## src/rtl/fir4_avg_out_fifo.sv

```systemverilog
// fir4_avg_out_fifo: rounds the 4-tap FIR sum to a W-bit average, drops the warm-up beats
// after reset and buffers results in a valid/ready FIFO with a saturating overflow count.
module fir4_avg_out_fifo #(
    parameter int W      = 16,
    parameter int DEPTH  = 8,
    parameter int WARMUP = 5,
    parameter int OVF_W  = 8
) (
    input  logic                     clk,
    input  logic                     reset,
    input  logic                     in_valid,
    input  logic [W+1:0]             in_sum,
    output logic                     out_valid,
    input  logic                     out_ready,
    output logic [W-1:0]             out_data,
    output logic [$clog2(DEPTH):0]   level,
    output logic                     warm,
    output logic [OVF_W-1:0]         overflow_cnt
);
    localparam int AW = $clog2(DEPTH);
    localparam int CW = $clog2(WARMUP + 2);

    logic [W-1:0]  mem [DEPTH];
    logic [AW-1:0] wr_ptr, rd_ptr;
    logic [CW-1:0] wcnt;
    logic [W-1:0]  avg;
    logic          push, pop, full, wr_en, drop;

    always_comb begin
        avg   = W'((in_sum + (W+2)'(2)) >> 2);
        push  = in_valid & warm;
        pop   = out_valid & out_ready;
        full  = level == (AW+1)'(DEPTH);
        wr_en = push & (!full | pop);
        drop  = push & full & !pop;
    end

    // Gating the read port keeps out_data defined while storage is still uninitialised
    assign out_valid = level != '0;
    assign out_data  = out_valid ? mem[rd_ptr] : '0;

    always_ff @(posedge clk)
        if (wr_en) mem[wr_ptr] <= avg;

    always_ff @(posedge clk or posedge reset) begin
        if (reset) begin
            wr_ptr       <= '0;
            rd_ptr       <= '0;
            level        <= '0;
            wcnt         <= '0;
            warm         <= 1'b0;
            overflow_cnt <= '0;
        end else begin
            if (wr_en) wr_ptr <= wr_ptr + 1'b1;
            if (pop) rd_ptr <= rd_ptr + 1'b1;
            level <= level + (AW+1)'(wr_en) - (AW+1)'(pop);
            if (drop && overflow_cnt != '1) overflow_cnt <= overflow_cnt + 1'b1;
            if (!warm && (WARMUP == 0 || in_valid)) begin
                wcnt <= wcnt + 1'b1;
                warm <= WARMUP == 0 || wcnt == CW'(WARMUP - 1);
            end
        end
    end
endmodule

```

## config.mk

```make
export PLATFORM = sky130hd
export DESIGN_NAME = fir4_avg_out_fifo
export DESIGN_NICKNAME = d
export VERILOG_FILES = /design/src/rtl/fir4_avg_out_fifo.sv
export SDC_FILE = /design/constraint.sdc
export NUM_CORES = 1
export LEC_CHECK = 0
export CAP_MARGIN = 20
export CORE_ASPECT_RATIO = 1.25
export CORE_MARGIN = 3
export CORE_UTILIZATION = 60
export CTS_BUF_LIST = sky130_fd_sc_hd__clkbuf_8
export DETAILED_ROUTE_END_ITERATION = 6
export HOLD_SLACK_MARGIN = 0.08
export PLACE_DENSITY_LB_ADDON = 0.25
export SLEW_MARGIN = 30
export SYNTH_ARGS = -nofsm -noshare
export SYNTH_HDL_FRONTEND = slang
export SYNTH_SLANG_ARGS = --single-unit
```

## constraint.sdc

```tcl
create_clock -name clk -period 3.75 [get_ports clk]
set_input_delay 1.125 -clock clk [delete_from_list [all_inputs] [get_ports clk]]
set_output_delay 1.125 -clock clk [all_outputs]
set_load 0.01 [all_outputs]
```

### Word-level counts from Yosys, hierarchy flattened

Memories as Yosys holds them, arrays and structs flattened.
Index checks and enable logic that the tools add are counted.

| word-level totals | value |
|---|---|
| register bits after elaboration | 22 |
| bits in writable memories | 128 |
| input bits | 22 |
| output and inout bits | 30 |
| memories kept | 1 |

Memories:

| name | words | width | read ports | clocked after Yosys merged registers in | wr ports | line | text |
|---|---|---|---|---|---|---|---|
| mem | 8 | 16 | 1 | 0 | 1 | 23 | `logic [W-1:0] mem [DEPTH];` |

| cells by class | value |
|---|---|
| add/sub/neg operators | 7 |
| equality and inequality tests | 3 |
| muxes and demuxes | 3 |
| bitwise logic cells | 6 |
| reductions and logical operators | 6 |

Operator list:

| cell | count |
|---|---|
| $add 18x2->18 const B | 1 |
| $mux 16 | 1 |
| $add 3x1->3 const B | 3 |
| $add 8x1->8 const B | 1 |
| $ne 8x8->1 const B | 1 |
| $and 1x1->1 | 5 |
| $add 4x1->4 | 1 |
| $eq 4x4->1 const B | 1 |
| $reduce_bool 4->1 | 1 |
| $sub 4x1->4 | 1 |
| $eq 3x3->1 const B | 1 |
| $logic_not 1->1 | 3 |
| $logic_and 1x1->1 | 2 |
| $mux 1 | 2 |
| $or 1x1->1 | 1 |

### Longest topological paths before layout

| logic depth | value |
|---|---|
| depth in word-level cells | 6 |
| gate-level depth with buffers | 13 |
| depth with buffers taken out | 12 |

### Worst setup path before layout

Ideal clock, no wire load.

| path | value |
|---|---|
| path type | input -> register |
| from | in out_ready |
| to | mem mem[0][0] (enable) |
| data arrival time | 3,239 ps |
| required time | 3,320 ps |
| path slack | 81 ps |
| stages | 4 |
| path buffers | 0 |
| cell sequence | nand2b_1 a31oi_1 inv_2 nor4_1 |

| on the way | value |
|---|---|
| cells in the longest elaborated chain, start to end | 5 |

Ends and longest elaborated chain:

| item | line | text |
|---|---|---|
| start: declaration | 14 | `input logic out_ready,` |
| $and 1x1->1 | 32 | `pop = out_valid & out_ready;` |
| $or 1x1->1 | 34 | `wr_en = push & (!full \| pop);` |
| $and 1x1->1 | 34 |  |
| $mux 1 | 43 | `if (wr_en) mem[wr_ptr] <= avg;` |
| $mux 1 (not written as such) | 43 |  |
| end: declaration | 23 |  |

No other way between the ends.

### Worst setup path after layout

| path | value |
|---|---|
| from | reg rd_ptr[0] |
| to | out out_data[15] |

| on the way | value |
|---|---|
| cells in the longest elaborated chain, start to end | 2 |

Ends and longest elaborated chain:

| item | line | text |
|---|---|---|
| start: declaration | 24 | `logic [AW-1:0] wr_ptr, rd_ptr;` |
| start signal: assignment | 55 | `if (pop) rd_ptr <= rd_ptr + 1'b1;` |
| $mem_v2 8x16 | -- |  |
| $mux 16 | 40 | `assign out_data = out_valid ? mem[rd_ptr] : '0;` |
| end: declaration | 15 | `output logic [W-1:0] out_data,` |

No other way between the ends.

==> results.md <==
* Status: finished, final reports clean
* Postcts setup bufs at 0
* Peak Freq at 0.277 GHz
* IO buf count at 50
* PD cells at 728 mW/mm²
* PostCTS Resize Cnt at 0
* Worst skew pair latency at 440 ps
* Worst R2R Start: level[1]
* Type of destination of the critical path: output pin
* Least-Margin Pin Slew at 848 ps
* Setup tns final at 0 ps
* CTS Buf Count at 17
* Final net count at 462
* Die width at 98.1 µm
* Setup CP Type: register to output pin
* Initial antenna violation count at 0
* Final Critical Period at 3610 ps
* Area share of the largest cell type after synthesis at 0.605
* Crit share post-route at 0.963
* CTS tree: yes
* CTS Sinks at 150
* Max_cap viols at 0
* Largest net degree at the start of global routing at 33
* Mean Syn Cell Area at 17.9 µm²
* Crit path DAT at 2490 ps
* CP required at 2620 ps
* Cell area after placement at 0.00708 mm²
* Slew Limit Fails at 0
* Mapped cell area at 0.00636 mm²
* Synth area leaders: edfxtp_1 (60%), mux4_2 (11%), dfrtp_1 (8.7%)
* Hold Buf Count CTS at 0
* DRT iter0 DRCs at 206
* Total gr overflow at 0
* Final WL at 11.5 mm
* DRT Pass-1 Iters at 4
* Worst Setup Start Kind: register
* Critical path endpoint: out_data[15]
* Fin cells at 569
* Max IR drop VDD at 448 µV
* Vias in the first global route at 3552
* Yosys top cell by area: edfxtp_1
* Seq/Total Area, Yosys at 0.691
* Placed instance count at 537
* R2R setup slack at 1230 ps
* Post-Layout Inst Area at 0.00748 mm²
* Leak pwr at 2.66 nW
* Worst R2R Path Depth at 12
* CTS max path bufs at 2
* DIE HEIGHT at 121 µm
* Total number of vias at 3346
* Final hold vios at 0
* Clk slew on worst S/H paths at 70 ps
* Ant. Diodes at 0
* R2r endpoint: level[2]
* Syn Nets at 390
* Row cnt at 41
* Post-route ant nets at 0
* Vias per cell at 5.88
* Syn Inst Count at 355
* RSZ-0062 raised after global routing: no
* Unique masters post-synth at 39
* Skew final at 10.6 ps
* Core area at 0.0102 mm²
* Gr usage total at 0.215
* Initial Util at 0.623
* DIE AREA at 0.0119 mm²
* Worst Setup SP: rd_ptr[0]
* Root Driver: clkbuf_8
* Drt wl/cell at 20.2 µm
* DRC Markers at 0
* Post-DP HPWL at 7.24 mm
* Rel. slew slack at 0.434
* FILL cells at 638
* HP Class: register to register
* Ports at 52
* Global-route wire length before repair at 18.7 mm
* Area Growth Syn to Fin at 17.7%
* Crit Path Max Fanout at 32
* Final setup vio count at 0
* Fraction of layout cells with a size suffix above 1 at 0.220
* Synth warn at 0
* #FFs+latches synth at 150
* Placer Congestion at 0.741
* # H-tree levels at 4
Yosys cell counts (all sizes together):
master  instances
edfxtp        128
mux4           32
nor2           25
dfrtp          22
nand2          20
xnor2          17
mux2i          16
inv            14
ha             12
xor2           11
buf            10
nand3           8
nor3            8
and3            4
mux2            4
nand2b          4
nand4           4
nor4            3
clkbuf          2
a21o            1
a21oi           1
a31o            1
a31oi           1
and2            1
and2b           1
and4            1
fa              1
nor3b           1
nor4b           1
o21ai           1
power by group:
| group | leakage, nW | switching, mW | total, mW | internal (mW) |
|---|---|---|---|---|
| Sequential | 1.43 | 0.139 | 2.26 | 2.12 |
| Clock | 0.195 | 0.573 | 1.21 | 0.642 |
| Combinational | 1.04 | 0.940 | 1.98 | 1.04 |
routing by layer:
metal | track usage | vias up | wire [µm]
met3 | 0.0644 | 7 | 626
met1 | 0.264 | 1724 | 4420
met4 | 0.0658 | 0 | 92
met5 | 0 | - | 0
met2 | 0.370 | 110 | 6360
li1 | - | 1505 | -
cells by family after synthesis:
group                      count (synthesis)  synth area share
AOI/OAI and AO/OA                          5           0.00512
xor gates and xnor gates                  28            0.0386
adders and majority gates                 13            0.0268
buffers and inverters                     26            0.0246
DFF                                      150             0.691
muxes                                     52             0.147
and+or+nand+nor                           81            0.0669
worst max-delay path, cell delays in order, from the launching register on:
cell and delay (ps):
dfrtp_2 410, buf_12 280, mux4_1 620, mux2i_1 180
nor2_1 70, clkdlybuf4s50_1 490
final cells by class:
class                      instances  area (µm²)  area share
multi-input combinational        179        1830       0.245
timing repair buffer              65         638      0.0853
tap                              129         161      0.0216
clock buffer                      20         275      0.0368
clock inverter                    12         129      0.0172
sequential                       150        4400       0.587
inverter                          14        52.6     0.00702
cell usage in the layout, fill, tap and decap left out, types with 5 or more instances in the layout:
cell / n
edfxtp_1: 128
clkdlybuf4s50_1: 50
mux4_2: 30
nor2_1: 24
dfrtp_1: 21
nand2_1: 20
clkbuf_8: 20
xnor2_1: 17
mux2i_1: 16
inv_1: 13
buf_4: 13
ha_1: 12
xor2_1: 11
nand3_1: 6
clkinvlp_4: 5
stage by stage:
step	utilization	hold slack, ps	setup slack, ps	power [mW]
6_report	0.733	474	139	5.45
5_1_grt	0.733	506	8.37	5.76
3_3_place_gp	0.694	463	414	4.23
2_1_floorplan	-	446	81.1	3.55
4_1_cts	0.733	478	74.3	5.52
3_5_place_dp	0.694	465	352	4.30
state kept, by name, summed over array words and instances (netlist names):
name	flops
rd_ptr	3
wcnt	3
overflow_cnt	8
wr_ptr	3
warm	1
level	4
mem	128
how the worst min path moves through the flow:
| stage | end | startpoint | slack, ps | cells after the start |
|---|---|---|---|---|
| after floorplan | wcnt[2] | wcnt[2] | 450 | 1 |
| after global placement | wcnt[2] | wcnt[2] | 460 | 1 |
| after detailed placement | wcnt[2] | wcnt[2] | 460 | 1 |
| after CTS | wcnt[2] | wcnt[2] | 480 | 1 |
| after global routing | wcnt[2] | wcnt[2] | 510 | 1 |
| final | wcnt[2] | wcnt[2] | 470 | 1 |
No activity file was read; power rests on OpenSTA's default activity.
